[src/rtl/router_pkg.sv]
// Shared router constants: packet geometry, requester indices and the dx field extractor.
package router_pkg;

    localparam int unsigned PKT_W  = 16;
    localparam int unsigned DX_LSB = 4;
    localparam int unsigned DX_W   = 4;

    localparam int unsigned REQ_WEST  = 0;
    localparam int unsigned REQ_LOCAL = 1;
    localparam int unsigned REQ_TURN  = 2;

    function automatic logic signed [DX_W-1:0] dx_of(input logic [PKT_W-1:0] pkt);
        return pkt[DX_LSB +: DX_W];
    endfunction

endpackage

[src/rtl/rr_arbiter.sv]
// Combinational round-robin pick: first set request at or after ptr, wrapping modulo N.
module rr_arbiter #(
    parameter int unsigned N     = 3,
    parameter int unsigned IDX_W = 2
) (
    input  logic [N-1:0]     req,
    input  logic [IDX_W-1:0] ptr,
    input  logic             en,
    output logic [N-1:0]     grant,
    output logic [IDX_W-1:0] idx
);

    logic             found;
    int unsigned      cand;
    logic [IDX_W-1:0] cand_idx;

    always_comb begin
        grant    = '0;
        idx      = '0;
        found    = 1'b0;
        cand     = 0;
        cand_idx = '0;
        for (int unsigned off = 0; off < N; off++) begin
            cand = int'(unsigned'(ptr)) + off;
            if (cand >= N) begin
                cand = cand - N;
            end
            cand_idx = IDX_W'(cand);
            if (en && !found && req[cand_idx]) begin
                found           = 1'b1;
                grant[cand_idx] = 1'b1;
                idx             = cand_idx;
            end
        end
    end

endmodule

[src/rtl/east_port_arbiter.sv]
// East output link arbiter: round-robin over requesters into a one-entry output register,
// dropping and counting packets whose signed dx field is negative.
module east_port_arbiter #(
    parameter int unsigned N_REQ  = 3,
    parameter int unsigned PKT_W  = router_pkg::PKT_W,
    parameter int unsigned DX_LSB = router_pkg::DX_LSB,
    parameter int unsigned DX_W   = router_pkg::DX_W,
    parameter int unsigned CNT_W  = 8,
    parameter int unsigned SRC_W  = 2
) (
    input  logic                   clk,
    input  logic                   rst_n,
    input  logic [N_REQ-1:0]       req_valid,
    input  logic [N_REQ*PKT_W-1:0] req_packet,
    output logic [N_REQ-1:0]       req_ready,
    output logic                   out_valid,
    output logic [PKT_W-1:0]       out_packet,
    output logic [SRC_W-1:0]       out_src,
    input  logic                   out_ready,
    input  logic                   clr_err,
    output logic                   err_dx_neg,
    output logic [CNT_W-1:0]       drop_count
);

    import router_pkg::*;

    logic             out_valid_q, out_valid_d;
    logic [PKT_W-1:0] out_packet_q, out_packet_d;
    logic [SRC_W-1:0] out_src_q, out_src_d;
    logic [SRC_W-1:0] rr_ptr_q, rr_ptr_d;
    logic             err_q, err_d;
    logic [CNT_W-1:0] cnt_q, cnt_d;

    logic             slot_free;
    logic [N_REQ-1:0] grant;
    logic [SRC_W-1:0] gidx;
    logic [PKT_W-1:0] gpkt;
    logic             xfer;
    logic             dx_neg;
    logic             load;
    logic             drop;

    assign slot_free = !out_valid_q || out_ready;

    rr_arbiter #(
        .N     (N_REQ),
        .IDX_W (SRC_W)
    ) u_rr_arbiter (
        .req   (req_valid),
        .ptr   (rr_ptr_q),
        .en    (slot_free),
        .grant (grant),
        .idx   (gidx)
    );

    // Ready is held low for the whole reset window, not just after the first edge.
    assign req_ready = grant & {N_REQ{rst_n}};

    always_comb begin
        gpkt = '0;
        for (int unsigned i = 0; i < N_REQ; i++) begin
            if (grant[i]) begin
                gpkt = gpkt | req_packet[i*PKT_W +: PKT_W];
            end
        end
    end

    assign xfer   = |(req_valid & req_ready);
    assign dx_neg = gpkt[DX_LSB + DX_W - 1];
    assign load   = xfer && !dx_neg;
    assign drop   = xfer && dx_neg;

    always_comb begin
        out_valid_d  = out_valid_q;
        out_packet_d = out_packet_q;
        out_src_d    = out_src_q;
        if (load) begin
            out_valid_d  = 1'b1;
            out_packet_d = gpkt;
            out_src_d    = gidx;
        end else if (out_valid_q && out_ready) begin
            out_valid_d = 1'b0;
        end
    end

    always_comb begin
        rr_ptr_d = rr_ptr_q;
        if (xfer) begin
            rr_ptr_d = (gidx == SRC_W'(N_REQ - 1)) ? '0 : gidx + 1'b1;
        end
    end

    // Clear takes priority over a drop landing in the same cycle.
    always_comb begin
        err_d = err_q;
        cnt_d = cnt_q;
        if (clr_err) begin
            err_d = 1'b0;
            cnt_d = '0;
        end else if (drop) begin
            err_d = 1'b1;
            if (cnt_q != '1) begin
                cnt_d = cnt_q + 1'b1;
            end
        end
    end

    always_ff @(posedge clk or negedge rst_n) begin
        if (!rst_n) begin
            out_valid_q  <= 1'b0;
            out_packet_q <= '0;
            out_src_q    <= '0;
            rr_ptr_q     <= SRC_W'(REQ_WEST);
            err_q        <= 1'b0;
            cnt_q        <= '0;
        end else begin
            out_valid_q  <= out_valid_d;
            out_packet_q <= out_packet_d;
            out_src_q    <= out_src_d;
            rr_ptr_q     <= rr_ptr_d;
            err_q        <= err_d;
            cnt_q        <= cnt_d;
        end
    end

    assign out_valid  = out_valid_q;
    assign out_packet = out_packet_q;
    assign out_src    = out_src_q;
    assign err_dx_neg = err_q;
    assign drop_count = cnt_q;

    a_ptr_range: assert property (@(posedge clk) disable iff (!rst_n)
        rr_ptr_q < SRC_W'(N_REQ));
    a_ready_onehot: assert property (@(posedge clk) disable iff (!rst_n)
        $onehot0(req_ready));
    a_hold_stall: assert property (@(posedge clk) disable iff (!rst_n)
        (out_valid_q && !out_ready) |=> $stable(out_packet_q) && $stable(out_src_q));

endmodule

[config.mk]
export PLATFORM = sky130hd
export DESIGN_NAME = east_port_arbiter
export DESIGN_NICKNAME = d
export VERILOG_FILES = /design/src/rtl/router_pkg.sv /design/src/rtl/rr_arbiter.sv /design/src/rtl/east_port_arbiter.sv
export SDC_FILE = /design/constraint.sdc
export NUM_CORES = 1
export LEC_CHECK = 0
export CAP_MARGIN = 20
export CORE_AREA = 10 10 78 80
export CTS_BUF_LIST = sky130_fd_sc_hd__clkbuf_16
export DETAILED_ROUTE_END_ITERATION = 10
export DIE_AREA = 0 0 88 90
export GPL_TIMING_DRIVEN = 0
export PLACE_DENSITY = 0.89
export SETUP_SLACK_MARGIN = 0.5
export SLEW_MARGIN = 20
export SYNTH_ARGS = -nofsm -noshare
export SYNTH_HDL_FRONTEND = slang
export SYNTH_SLANG_ARGS = --single-unit
[constraint.sdc]
create_clock -name clk -period 8 [get_ports clk]
set_input_delay 1.6 -clock clk [delete_from_list [all_inputs] [get_ports clk]]
set_output_delay 1.6 -clock clk [all_outputs]
set_load 0.05 [all_outputs]
== After elaboration in Yosys (flattened, before gate mapping) ==
Index checks and enable logic that the tools add are counted.
Word-level totals
  register bits: 30
  bits of input ports: 55
  output and inout port bits: 31
Operators by class
  add/sub/neg operators: 7
  magnitude comparators: 9
  equality and inequality tests: 2
  mux-type cells: 34
  bitwise operators: 6
  reduce and logical (&&, ||, !) cells: 21
Operators with widths (count)
  $mux 16: 3
  $or 16x16->16: 2
  $mux 8: 3
  $mux 2: 7
  $mux 1: 12
  $logic_and 1x1->1: 11
  $lt 2x3->1 const B: 3
  $mux 3: 3
  $add 8x1->8 const B: 1
  $ne 8x8->1 const B: 1
  $and 3x3->3: 2
  $bmux 1 s2: 3
  $demux 1 s2: 3
  $ge 2x1->1 const B: 3
  $ge 3x2->1 const B: 2
  $or 3x3->3: 2
  $reduce_bool 2->1: 3
  $sub 2x2->2 const B: 3
  $logic_not 1->1: 4
  $add 2x1->3 const B: 1
  $add 2x2->3 const B: 1
  $reduce_or 3->1: 1
  $add 2x1->2 const B: 1
  $eq 2x2->1 const B: 1
  3 further kinds: 3

== Depth between registers and ports, before layout ==
  word-level depth: 22
  mapped depth: 12
  mapped depth without buffers: 9

== By module ==
Synthesis repeated with hierarchy kept, for this count alone.
Second synthesis, totals
  cell total of the unflattened synthesis: 183
  area, all modules: 1756.7 µm²
Modules (own cells, without submodules)
  east_port_arbiter: times used 1, cells an instance 143, area an instance 1463.9 µm²
  rr_arbiter: times used 1, cells an instance 40, area an instance 292.8 µm²

== Least setup slack after synthesis ==
Ideal clock, no wire load.
  kind: input port to output port
  start point: in out_ready
  end point: out req_ready[2]
  data arrival time: 3.316 ns
  path slack: 3.084 ns
  cell stages on the path: 6
  buffers on the path: 1
  cells stage by stage: nand2b_1 > nand4_1 > o21ai_0 > nor2_1 > clkbuf_1 > nor2_1
On the way
  word-level cells in the longest chain between the ends: 12
  elaborated cells between the ends (all ways): 16
Ends and longest elaborated chain
  start: declaration: RTL line east_port_arbiter.sv:19  | input logic out_ready,
  $logic_or 1x1->1 (*): RTL line east_port_arbiter.sv:43  | assign slot_free = !out_valid_q || out_ready;
  $logic_and 1x1->1: RTL line rr_arbiter.sv:29  | if (en && !found && req[cand_idx]) begin
  $mux 1: RTL line rr_arbiter.sv:29
  $logic_not 1->1: RTL line rr_arbiter.sv:29
  $logic_and 1x1->1 (2 in series): RTL line rr_arbiter.sv:29
  $mux 1: RTL line rr_arbiter.sv:29
  $logic_not 1->1: RTL line rr_arbiter.sv:29
  $logic_and 1x1->1 (2 in series): RTL line rr_arbiter.sv:29
  $mux 3 (*): RTL line rr_arbiter.sv:29
  $and 3x3->3 (*): RTL line east_port_arbiter.sv:57  | assign req_ready = grant & {N_REQ{rst_n}};
  end: declaration: RTL line east_port_arbiter.sv:15  | output logic [N_REQ-1:0] req_ready,
Mark *: on every way between the ends. The rest lies on a longest branch, timed or not.

== Worst setup path after layout ==
  start point: in req_valid[2]
  end point: out req_ready[1]
On the way
  word-level cells in the longest chain between the ends: 13
  elaborated cells between the ends (all ways): 21
Ends and longest elaborated chain
  start: declaration: RTL line east_port_arbiter.sv:13  | input logic [N_REQ-1:0] req_valid,
  $bmux 1 s2: RTL line rr_arbiter.sv:29
  $mux 1 (implied by the code): RTL line rr_arbiter.sv:29
  $logic_and 1x1->1: RTL line rr_arbiter.sv:29
  $mux 1: RTL line rr_arbiter.sv:29
  $logic_not 1->1: RTL line rr_arbiter.sv:29
  $logic_and 1x1->1 (2 in series): RTL line rr_arbiter.sv:29
  $mux 1: RTL line rr_arbiter.sv:29
  $logic_not 1->1: RTL line rr_arbiter.sv:29
  $logic_and 1x1->1 (2 in series): RTL line rr_arbiter.sv:29
  $mux 3 (*): RTL line rr_arbiter.sv:29
  $and 3x3->3 (*): RTL line east_port_arbiter.sv:57
Mark *: on every way between the ends. The rest lies on a longest branch, timed or not. The select of a mux whose other input is x is not followed.

==> qor.yml <==
start_kind: "input port"
synth_edf_count: 0
area_growth_pct: 50.8
synthArstFlopShare: 1.00
crit_type: "in2out"
hold_ws_ns: 0.499
hpwlAfterDp_mm: 5.09
p_leak_nw: 1.40
globalplace.congestion: 0.913
clk_pin_slew_ns: 0.05
yosysWarnings: 0
antenna_found_initial: 0
post_cts_resize_count: 0
cp_data_arrival_time_ns: 4.69
syn_inst: 217
crit_chain: "clkdlybuf4s50_1, o31ai_1, nand4_1, a21oi_1, clkbuf_1, and2_1, clkdlybuf4s50_1"
h-tree-depth: 2
cp_top_family: "buffers and inverters"
fmax_ghz: 0.159
coreArea_um2: 4600
setup_viol: 0
synth_cell_type_count: 46
cp-end-kind: "output pin"
dieArea_um2: 7920
grt_overflow: 0
clockBufferDepth: 2
crit_slowest_cell: "clkdlybuf4s50_1"
final_cell_mix: "84 x clkdlybuf4s50_1, 30 x dfrtp_1, 23 x inv_1"
drive_gt1_frac: 0.135
final_core_util: 0.691
fillers: 316
drv_cap: 0
routed_wl_mm: 6.57
final.setup.worst_slack_ns: 1.71
worst-path-max-fanout: 10
synthesis.area_um2: 2110
nets: 370
mostFrequentLayoutCell: "clkdlybuf4s50_1"
cts_made_buffers: 5
ys.flop_type: "dfrtp_1"
dieWidth_um: 88
outcome: "completed"
fin_skew_ns: 0.00363
worst_pin_slew_ns: 0.639
setup_tns_ns: 0
first_pass_iters: 4
drcViolationCount: 0
ys_seq_elements: 30
max-slew-margin-rel: 0.569
min_period_over_period: 0.786
grt_pass1_wl_mm: 10.6
rows: 25
crit_top_cell: "clkdlybuf4s50_1"
hold_violations: 0
vias: 2052
critical_path_buf_inv_count: 3
pre_cts_slack_ns: 1.74
clk_latency_ns: 0.27
grt_start_max_net_pins: 29
io_buffers: 85
wl_per_cell_um: 18.0
rsz0062_at_grt: "false"
ys_seq_area_frac: 0.356
ant_nets: 0
cp_data_required_time_ns: 6.40
first_iter_violations: 169
grtUsageTotal: 0.167
p_total_mw: 1.18
syn_nets: 277
avgSynthCellArea_um2: 9.72
clock-root-buffer: "clkbuf_16"
cts_setup_buffers: 0
die_h_um: 90
ir_worst_vdd_uv: 243
clock_sinks: 30
hold_path_class: "reg2reg"
slowest_delay_ns: 0.81
pin_count: 86
vias_per_cell: 5.62
start_util: 0.459
antenna_cells: 0
postCtsHoldBufs: 0
slew_viol_final: 0
power_density_nw_per_um2: 371
grt_pass1_vias: 2210
cts_tree: "yes"
period_needed_ns: 6.29
## registers in the layout (all words and copies together) (netlist names)
name,count
drop_count,8
err_dx_neg,1
out_src,2
out_valid,1
out_packet,16
rr_ptr_q,2
## metrics by stage
step                      std cells  cell area (um2)
final                           365             3180
after global routing            365             3180
after CTS                       365             3180
after detailed placement        357             3040
after global placement          356             3030
after floorplan                 217             2110
## routing by layer
metal | wire length, um | global-route usage | vias to the layer above
li1 | - | - | 974
met1 | 2490 | 0.174 | 963
met2 | 3240 | 0.278 | 97
met3 | 646 | 0.0722 | 18
met4 | 198 | 0.0745 | 0
met5 | 0 | 0 | -
## logic make-up after synthesis
logic type | after synthesis | share of synthesized area
flops | 30 | 0.356
compound gates | 61 | 0.218
fa+ha+maj | 5 | 0.0297
buf+inv | 31 | 0.0712
mux | 25 | 0.148
simple gates | 65 | 0.176
## path summary, 6_finish.rpt
path,cells after the start,end,startpoint,slack [ns]
max,7,req_ready[1],req_valid[2],1.71
min,1,out_packet[7],out_packet[7],0.50
max reg2reg,12,out_packet[15],rr_ptr_q[1],4.86
min reg2reg,1,out_packet[7],out_packet[7],0.50
max in group asynchronous,2,out_packet[6],rst_n,6.41
min in group asynchronous,1,err_dx_neg,rst_n,1.18
## cells in the mapped netlist (2+ instances only)
| cell type | count | area share |
|---|---|---|
| mux2_2 | 14 | 0.075 |
| and3b_1 | 2 | 0.0083 |
| nor2b_1 | 7 | 0.021 |
| and2_1 | 6 | 0.018 |
| or4_1 | 2 | 0.0071 |
| mux2_4 | 9 | 0.064 |
| dfrtp_1 | 30 | 0.36 |
| nand4_1 | 3 | 0.0089 |
| o31ai_1 | 5 | 0.018 |
| ha_1 | 5 | 0.030 |
| or4b_1 | 2 | 0.0095 |
| a22oi_1 | 17 | 0.061 |
| nand2_1 | 9 | 0.016 |
| nand2b_1 | 5 | 0.015 |
| and3_1 | 2 | 0.0059 |
| o211ai_1 | 2 | 0.0071 |
| buf_6 | 2 | 0.011 |
| nand3_1 | 4 | 0.0095 |
| nor2_1 | 11 | 0.020 |
| nor4_1 | 4 | 0.012 |
| a21oi_1 | 6 | 0.014 |
| o21ai_0 | 17 | 0.040 |
| nor3_1 | 4 | 0.0095 |
| clkbuf_1 | 4 | 0.0071 |
| inv_1 | 22 | 0.039 |
| buf_4 | 2 | 0.0071 |
| mux2i_1 | 2 | 0.0095 |
## area by class of cell
type / count / area [um2] / area share
Tap cell: 54 / 67.6 / 0.0213
Clock inverter: 3 / 12.5 / 0.00394
Sequential cell: 30 / 751 / 0.236
Timing Repair Buffer: 86 / 866 / 0.272
Multi-Input combinational cell: 156 / 1210 / 0.380
Buffer: 9 / 67.6 / 0.0213
Clock buffer: 5 / 125 / 0.0394
Inverter: 22 / 82.6 / 0.0260
## report_power, final
part           internal [mW]  total [mW]  switching (mW)
logic                  0.314       0.775           0.461
registers              0.199       0.230          0.0314
clock network          0.112       0.175          0.0629
No activity file was read; power rests on OpenSTA's default activity.
